===== src/rtl/pwm_multi_gen_if.sv =====
// Write port of pwm_multi_gen: duty/period register writes plus the one-cycle acknowledge.
interface pwm_multi_gen_if #(
  parameter int unsigned CBITS = 18,
  parameter int unsigned NCH   = 4
);
  localparam int unsigned AW = $clog2(NCH + 1);

  logic             wr_en;
  logic [AW-1:0]    wr_addr;
  logic [CBITS-1:0] wr_data;
  logic             wr_ack;

  modport master (output wr_en, output wr_addr, output wr_data, input wr_ack);
  modport slave  (input wr_en, input wr_addr, input wr_data, output wr_ack);
endinterface


===== src/rtl/pwm_multi_gen.sv =====
// Multi-channel PWM: one shared period counter, NCH double-buffered duty compares.
// Define PWM_CENTER_EN for center-aligned (up/down) counting; default is edge-aligned.
module pwm_multi_gen #(
  parameter int unsigned      CBITS      = 18,
  parameter int unsigned      NCH        = 4,
  parameter logic [CBITS-1:0] DEF_PERIOD = '1
) (
  input  logic            clk,
  input  logic            rst,
  input  logic            en,
  pwm_multi_gen_if.slave  bus,
  output logic [NCH-1:0]  pwm_o,
  output logic            period_tick
);
  localparam int unsigned AW = $clog2(NCH + 1);

  logic [CBITS-1:0] r_cnt;
  logic [CBITS-1:0] r_per_pend;
  logic [CBITS-1:0] r_per_act;
  logic [CBITS-1:0] r_duty_pend [NCH];
  logic [CBITS-1:0] r_duty_act  [NCH];
  logic             r_ack;
  logic             w_wr_ok;
  logic             w_wrap;

`ifdef PWM_CENTER_EN
  typedef enum logic {DIR_UP, DIR_DN} dir_t;
  dir_t r_dir;
  // A period ends on reaching 0 while counting down; a zero period wraps every cycle.
  assign w_wrap = (r_per_act == '0) || (r_dir == DIR_DN && r_cnt == '0);
`else
  assign w_wrap = (r_cnt == r_per_act);
`endif

  assign w_wr_ok    = bus.wr_en && (bus.wr_addr <= AW'(NCH));
  assign bus.wr_ack = r_ack;

  always_ff @(posedge clk) begin
    if (rst) begin
      r_cnt       <= '0;
      r_per_pend  <= DEF_PERIOD;
      r_per_act   <= DEF_PERIOD;
      pwm_o       <= '0;
      period_tick <= 1'b0;
      r_ack       <= 1'b0;
      for (int unsigned i = 0; i < NCH; i++) begin
        r_duty_pend[i] <= '0;
        r_duty_act[i]  <= '0;
      end
`ifdef PWM_CENTER_EN
      r_dir <= DIR_UP;
`endif
    end else begin
      r_ack <= w_wr_ok;
      if (w_wr_ok) begin
        if (bus.wr_addr == AW'(NCH)) r_per_pend <= bus.wr_data;
        for (int unsigned i = 0; i < NCH; i++)
          if (bus.wr_addr == AW'(i)) r_duty_pend[i] <= bus.wr_data;
      end

      // Transfer samples pending before this cycle's write, so a write on a wrap waits a period.
      if (!en || w_wrap) begin
        r_per_act <= r_per_pend;
        for (int unsigned i = 0; i < NCH; i++) r_duty_act[i] <= r_duty_pend[i];
      end

      if (!en) begin
        r_cnt       <= '0;
        pwm_o       <= '0;
        period_tick <= 1'b0;
`ifdef PWM_CENTER_EN
        r_dir <= DIR_UP;
`endif
      end else begin
        period_tick <= w_wrap;
        for (int unsigned i = 0; i < NCH; i++) pwm_o[i] <= (r_cnt < r_duty_act[i]);
`ifdef PWM_CENTER_EN
        if (r_per_act == '0) begin
          r_cnt <= '0;
          r_dir <= DIR_UP;
        end else if (r_dir == DIR_UP) begin
          if (r_cnt == r_per_act) begin
            r_dir <= DIR_DN;
            r_cnt <= r_cnt - CBITS'(1);
          end else begin
            r_cnt <= r_cnt + CBITS'(1);
          end
        end else if (r_cnt == '0) begin
          r_dir <= DIR_UP;
          r_cnt <= (r_per_pend == '0) ? '0 : CBITS'(1);
        end else begin
          r_cnt <= r_cnt - CBITS'(1);
        end
`else
        r_cnt <= w_wrap ? '0 : r_cnt + CBITS'(1);
`endif
      end
    end
  end
endmodule


===== src/flat_wrapper.sv =====
// flat-port wrapper written by rule: the top's interface ports become plain ports
module pwm_multi_gen_flat 
#(
  parameter int unsigned      CBITS      = 18,
  parameter int unsigned      NCH        = 4,
  parameter logic [CBITS-1:0] DEF_PERIOD = '1
)
  (clk, rst, en, pwm_o, period_tick, bus_wr_en, bus_wr_addr, bus_wr_data, bus_wr_ack);
  pwm_multi_gen_if #(.CBITS(CBITS), .NCH(NCH)) bus_i ();
  input  logic clk;
  input  logic rst;
  input  logic en;
  output logic [NCH-1:0] pwm_o;
  output logic period_tick;
  input wire logic [$bits(bus_i.wr_en)-1:0] bus_wr_en;
  input wire logic [$bits(bus_i.wr_addr)-1:0] bus_wr_addr;
  input wire logic [$bits(bus_i.wr_data)-1:0] bus_wr_data;
  output wire logic [$bits(bus_i.wr_ack)-1:0] bus_wr_ack;
  assign bus_i.wr_en = bus_wr_en;
  assign bus_i.wr_addr = bus_wr_addr;
  assign bus_i.wr_data = bus_wr_data;
  assign bus_wr_ack = bus_i.wr_ack;
  pwm_multi_gen #(.CBITS(CBITS), .NCH(NCH), .DEF_PERIOD(DEF_PERIOD)) u_core (.clk(clk), .rst(rst), .en(en), .bus(bus_i), .pwm_o(pwm_o), .period_tick(period_tick));
endmodule

===== config.mk =====
export PLATFORM = sky130hd
export DESIGN_NAME = pwm_multi_gen_flat
export DESIGN_NICKNAME = d
export VERILOG_FILES = /design/src/rtl/pwm_multi_gen_if.sv /design/src/rtl/pwm_multi_gen.sv /design/src/flat_wrapper.sv
export SDC_FILE = /design/constraint.sdc
export NUM_CORES = 1
export LEC_CHECK = 0
export CORE_MARGIN = 10
export CORE_UTILIZATION = 45
export CTS_CLUSTER_DIAMETER = 200
export DETAILED_ROUTE_END_ITERATION = 7
export GPL_TIMING_DRIVEN = 0
export HOLD_SLACK_MARGIN = 0.15
export SYNTH_ARGS = -nofsm -noshare
export SYNTH_HDL_FRONTEND = slang
export SYNTH_SLANG_ARGS = --single-unit

===== constraint.sdc =====
create_clock -name clk -period 2.69 [get_ports clk]
set_clock_uncertainty 0.2 [all_clocks]
set_input_delay 0.538 -clock clk [delete_from_list [all_inputs] [get_ports clk]]
set_output_delay 0.538 -clock clk [all_outputs]
set_load 0.02 [all_outputs]

==> results.json, run 1 <==
{
  "slowest_delay_ns": 0.80,
  "avgSynthCellArea_um2": 12.19,
  "synth_compound_area_share_pct": 8.839,
  "clock_latency_ns": 0.51,
  "min_path_type": "register to register",
  "yosys_register_bits": 204,
  "dieHeight_um": 169.7,
  "slew_headroom_pct": 34.29,
  "end_kind": "register",
  "hold_buffers": 0,
  "routed_via_density": 5.231,
  "die_w_um": 169.7,
  "synthAdderAreaFrac_pct": 8.566,
  "drt_iter0_drc": 369,
  "final_area_um2": 11580,
  "synth_edf_count": 144,
  "final_cell_mix": "edfxtp_1 (144), inv_1 (92), nor3b_2 (72), and2_1 (72), ha_1 (69)",
  "mostFrequentLayoutCell": "edfxtp_1",
  "grt_max_degree": 82,
  "max-cap-violations": 0,
  "ioPinCount": 31,
  "clkTransAtPathRegs_ns": 0.06,
  "cts_root_buffer": "clkbuf_16",
  "crit_chain": "clkdlybuf4s50_1, clkbuf_1, clkbuf_1, nor3b_2",
  "postSynth.asyncResetShare_pct": 0,
  "grt_pass1_wl_mm": 36.11,
  "synth_mux_area_share_pct": 0,
  "worstMarginPinSlew_ns": 0.9856,
  "rrSetupSlack_ns": 0.24,
  "dieArea_um2": 28780,
  "power_w": 0.007302,
  "drt-wirelength-per-cell_um": 19.84,
  "cts_buffer_depth": 3,
  "multiInputGateArea_um2": 4019,
  "holdPathEnd": "u_core.r_per_act[14]",
  "ir_drop_mv": 0.4621,
  "final-hold-violation-count": 0,
  "setup_violations": 0,
  "crit_top_cell": "clkbuf_1",
  "area_growth_pct": 14.90,
  "dp_cells": 1137,
  "drc": 0,
  "synth_xor_xnor_area_share_pct": 2.955,
  "fp.coreArea_um2": 21960,
  "min_period_ns": 2.526,
  "instances_no_fill": 1183,
  "synthSimpleGateAreaFrac_pct": 19.24,
  "synth_top_flop_cell": "edfxtp_1",
  "grt_pass1_vias": 6358,
  "track_usage_pct": 16.45,
  "path_class": "input port to register",
  "min_delay_path_depth": 2,
  "layout_worst_path_cycle_share_pct": 93.90,
  "power_density_nw_per_um2": 630.6,
  "crit_fanout": 10,
  "antenna_found_initial": 4,
  "holdWs_ns": 0.2964,
  "fmax_mhz": 395.9,
  "critical_path_arrival_ns": 2.54,
  "rows": 54,
  "nets": 979,
  "synth_fp_nets": 921,
  "start_util_pct": 45.90,
  "cts_tree": "done",
  "cts-htree-levels": 1,
  "start_kind": "input port",
  "gr-total-overflow": 0,
  "ys_warn_count": 0,
  "yosysSeqAreaShare_pct": 54.82,
  "ant_nets": 0,
  "placed_area_um2": 10730,
  "final-seq-area_um2": 5540,
  "fillCellCount": 1864,
  "first_pass_iters": 4,
  "routed_wl_mm": 23.47,
  "reg2reg_from": "u_core.r_cnt[2]",
  "clkSinkCount": 204,
  "drv_slew": 0,
  "drive_gt1_share_pct": 17.39,
  "reg2reg_depth": 7,
  "outcome": "complete, no violations",
  "worst_path_max_delay_cell": "clkbuf_1",
  "vias": 6188,
  "synth_cell_types": 40,
  "synth_area_um2": 10080,
  "r2r-end": "u_core.r_duty_act[0][17]",
  "min_from": "u_core.r_per_pend[14]",
  "synth_cells": 827,
  "rsz0062_at_grt": "false",
  "portBuffers": 30,
  "required_ns": 2.71,
  "antenna_cells": 0,
  "cts_inserted_buffers": 24,
  "place_congestion": 0.8294,
  "hpwlAfterDp_mm": 15.91,
  "p_leak_nw": 4.510,
  "synth_top_family_by_area": "simple AND/OR/NAND/NOR gates"
}
-- metrics by stage --
step	TNS, ns	util, %	setup WS [ns]
CTS	0	52.59	0.006807
global placement	-128.25	48.87	-0.9051
global route	0	52.74	0.02352
finish	0	52.74	0.1641
floorplan	0	-	0.2000
detailed placement	-138.60	48.87	-0.9199
-- cell families (layout without fill, tap and decap cells) --
kind of cell	Yosys count	after routing
AOI/OAI and AO/OA	120	120
buffers and inverters	130	206
xor gates and xnor gates	34	34
adders and majority gates	69	69
DFF	204	204
and+or+nand+nor	270	270
-- how the worst max path moves through the flow --
stage,startpoint,endpoint,depth (start not counted)
after global placement,rst,u_core.r_duty_pend[3][10],5
after CTS,u_core.r_cnt[1],u_core.r_duty_act[0][13],5
after global routing,bus_wr_addr[2],u_core.r_duty_pend[2][7],6
final,rst,u_core.r_duty_act[3][5],4
after floorplan,u_core.r_cnt[8],u_core.r_duty_act[0][0],5
after detailed placement,rst,u_core.r_duty_pend[3][10],5
-- worst max-delay path, delay by kind of cell --
family	cells	cell delay (ns)
buffers and inverters	3	1.88
and+or+nand+nor	1	0.12
-- Yosys cell counts (all sizes together) (8+ instances only) --
cell type | instances | area (um^2)
a211oi | 8 | 60.06
a21oi | 21 | 105.1
and2 | 72 | 450.4
buf | 16 | 133.9
clkbuf | 22 | 82.58
dfxtp | 60 | 1201
edfxtp | 144 | 4324
ha | 69 | 863.3
inv | 92 | 345.3
nand2 | 38 | 142.6
nand3 | 14 | 70.07
nand4 | 11 | 68.82
nor2 | 33 | 123.9
nor3b | 72 | 900.9
o211ai | 55 | 462.9
o21ai | 11 | 55.05
xnor2 | 8 | 70.07
xor2 | 26 | 227.7
-- per-layer routing --
| metal | GRT usage (%) | routed length, um | up-vias |
|---|---|---|---|
| met4 | 4.655 | 496 | 0 |
| met2 | 27.54 | 11250 | 117 |
| met1 | 21.93 | 10670 | 2972 |
| met3 | 2.024 | 1050 | 41 |
| met5 | 0 | 0 | - |
| li1 | - | - | 3058 |
-- power breakdown --
part / internal, W / switching [W]
logic: 0.000229 / 0.000342
registers: 0.00356 / 0.0000568
clock network: 0.00188 / 0.00123
-- final cells by class --
type                            count  area share [%]
Buffer                             38           2.064
Tap cell                          280           3.025
Inverter                           92           2.982
Timing Repair Buffer               32           2.788
Clock inverter                      8          0.5727
Clock buffer                       36           6.018
Sequential cell                   204           47.84
Multi-Input combinational cell    493           34.71
-- registers in the layout (all words and copies together), names as in the netlist --
name	count
u_core.pwm_o	4
u_core.r_cnt	18
u_core.r_per_pend	18
u_core.r_duty_pend	72
u_core.r_per_act	18
u_core.bus.wr_ack	1
u_core.r_duty_act	72
u_core.period_tick	1
-- timing repair --
| action | in CTS | in global routing |
|---|---|---|
| gates resized for setup | 21 | 6 |
| endpoints found under the setup margin | 127 | 101 |
| pin swaps | 0 | 1 |
| gates cloned | 0 | 1 |
| buffers inserted | 0 | 1 |
(Power assumes the default switching activity.)
==> inputs of run 2 (changes only) <==
==> constraint.sdc (replaced) <==
create_clock -name clk -period 2.69 [get_ports clk]
set_clock_uncertainty 0.2 [all_clocks]
set_input_delay 0.6725 -clock clk [delete_from_list [all_inputs] [get_ports clk]]
set_output_delay 0.6725 -clock clk [all_outputs]
set_load 0.02 [all_outputs]
==> run 2 against run 1 <==
Effect of this change: non-clock buffer count unchanged; worst hold slack worse by 0.00053 ns; sequential power about the same; die area unchanged; sequential share of layout area down 0.057 points; power about the same; clock power about the same; largest power group unchanged.
==> results.json, run 2 (same netlist as run 1, synthesis figures left out) <==
{
  "clkSinkCount": 204,
  "fillCellCount": 1862,
  "fmax_mhz": 395.8,
  "hold_buffers": 0,
  "routed_via_density": 5.227,
  "fp.coreArea_um2": 21960,
  "min_path_type": "register to register",
  "portBuffers": 30,
  "nets": 979,
  "final-seq-area_um2": 5540,
  "max-cap-violations": 0,
  "vias": 6183,
  "required_ns": 2.92,
  "cts-htree-levels": 1,
  "power_w": 0.007298,
  "start_util_pct": 45.90,
  "swShare_pct": 22.28,
  "ant_nets": 0,
  "area_growth_pct": 15.03,
  "path_class": "input port to register",
  "start_kind": "input port",
  "final_area_um2": 11590,
  "multiInputGateArea_um2": 4030,
  "placed_area_um2": 10730,
  "routed_wl_mm": 23.51,
  "final_cell_mix": "edfxtp_1 (144), inv_1 (92), nor3b_2 (72), and2_1 (72), ha_1 (69)",
  "grt_max_degree": 82,
  "slew_headroom_pct": 48.05,
  "dieArea_um2": 28780,
  "mostFrequentLayoutCell": "edfxtp_1",
  "drc": 0,
  "worstMarginPinSlew_ns": 0.7793,
  "power_density_nw_per_um2": 629.5,
  "crit_fanout": 10,
  "p_int_w": 0.005672,
  "crit_chain": "clkdlybuf4s50_1, nor2_1, and3_1, clkbuf_1, clkbuf_1, nand2_1, o211ai_1",
  "cts_buffer_depth": 3,
  "worst_path_max_delay_cell": "clkdlybuf4s50_1",
  "min_period_ns": 2.526,
  "rsz0062_at_grt": "false",
  "final-hold-violation-count": 0,
  "ioPinCount": 31,
  "cts_tree": "done",
  "dp_worst_setup_slack_ns": -1.054,
  "crit_top_cell": "clkbuf_1",
  "top_regs": "u_core.r_duty_act: 72 flops, u_core.r_duty_pend: 72 flops",
  "die_w_um": 169.7,
  "clock_latency_ns": 0.51,
  "antenna_cells": 0,
  "drive_gt1_share_pct": 17.72,
  "setup_ws_ns": 0.1636,
  "p_leak_nw": 4.520,
  "clock_power_share_pct": 42.5,
  "gr-total-overflow": 0,
  "cts_root_buffer": "clkbuf_16",
  "setup_violations": 0,
  "rows": 54,
  "place_congestion": 0.8294,
  "ir_drop_mv": 0.4620,
  "clkTransAtPathRegs_ns": 0.05,
  "track_usage_pct": 16.44,
  "power_frac_seq_pct": 49.6,
  "critical_path_arrival_ns": 2.75,
  "drv_slew": 0,
  "antenna_found_initial": 4,
  "p_switching_w": 0.001626,
  "holdWs_ns": 0.2959,
  "slowest_delay_ns": 0.54,
  "end_kind": "register",
  "first_pass_iters": 4,
  "grt_pass1_vias": 6366,
  "grt_pass1_wl_mm": 36.10,
  "drt-wirelength-per-cell_um": 19.87,
  "layout_worst_path_cycle_share_pct": 93.92,
  "dieHeight_um": 169.7,
  "p_comb_share_pct": 7.9,
  "cts_inserted_buffers": 24,
  "drt_iter0_drc": 351,
  "outcome": "complete, no violations",
  "hpwlAfterDp_mm": 15.91
}
==> run 2: repair_timing <==
| item | CTS | global route |
|---|---|---|
| endpoints found under the hold margin | 0 | 0 |
| endpoints found under the setup margin | 138 | 128 |
| setup buffers | 0 | 1 |
| pin swaps | 0 | 1 |
| gates cloned | 0 | 1 |
| resized for setup | 24 | 8 |
==> run 2: worst paths after layout <==
kind / start / to / slack [ns] / depth (start not counted)
max: bus_wr_addr[1] / u_core.r_per_pend[16] / 0.16 / 7
min: u_core.r_per_pend[14] / u_core.r_per_act[14] / 0.30 / 2
max reg2reg: u_core.r_cnt[2] / u_core.r_duty_act[0][17] / 0.24 / 7
min reg2reg: u_core.r_per_pend[14] / u_core.r_per_act[14] / 0.30 / 2
==> run 2: cell type report <==
type,instances,share of cell area [%]
sequential,204,47.79
multi-input combinational,493,34.76
clock buffer,36,6.011
tap,280,3.022
inverter,92,2.979
timing repair buffer,32,2.784
buffer,38,2.083
clock inverter,8,0.5720
==> run 2: power by group through the flow <==
stage | clock network, W | registers [W] | logic [W]
2_1_floorplan | 0 | 0.00367 | 0.000366
3_3_place_gp | 0 | 0.00368 | 0.000555
3_5_place_dp | 0 | 0.00369 | 0.000565
4_1_cts | 0.00317 | 0.00362 | 0.000575
5_1_grt | 0.00329 | 0.00364 | 0.000638
6_report | 0.00310 | 0.00362 | 0.000573
==> run 2: layer usage <==
layer | global-route usage (%) | wire (um) | vias to the layer above | part of all wire [%]
met2 | 27.52 | 11280 | 113 | 48
met4 | 4.655 | 442 | 0 | 1.9
li1 | - | - | 3058 | -
met5 | 0 | 0 | - | 0
met1 | 21.91 | 10780 | 2982 | 46
met3 | 2.024 | 1007 | 30 | 4.3
==> run 2: through the flow <==
stage | TNS [ns] | instances | util, %
6_report | 0 | 1183 | 52.80
5_1_grt | 0 | 1183 | 52.80
4_1_cts | 0 | 1181 | 52.64
3_5_place_dp | -179.39 | 1137 | 48.87
3_3_place_gp | -168.30 | 1137 | 48.87
2_1_floorplan | 0 | 827 | -
==> run 2: worst max-delay path: cells and delay by family <==
kind / cells / cell delay [ns]
simple gates: 3 / 0.49
buf+inv: 3 / 1.48
compound gates: 1 / 0.12
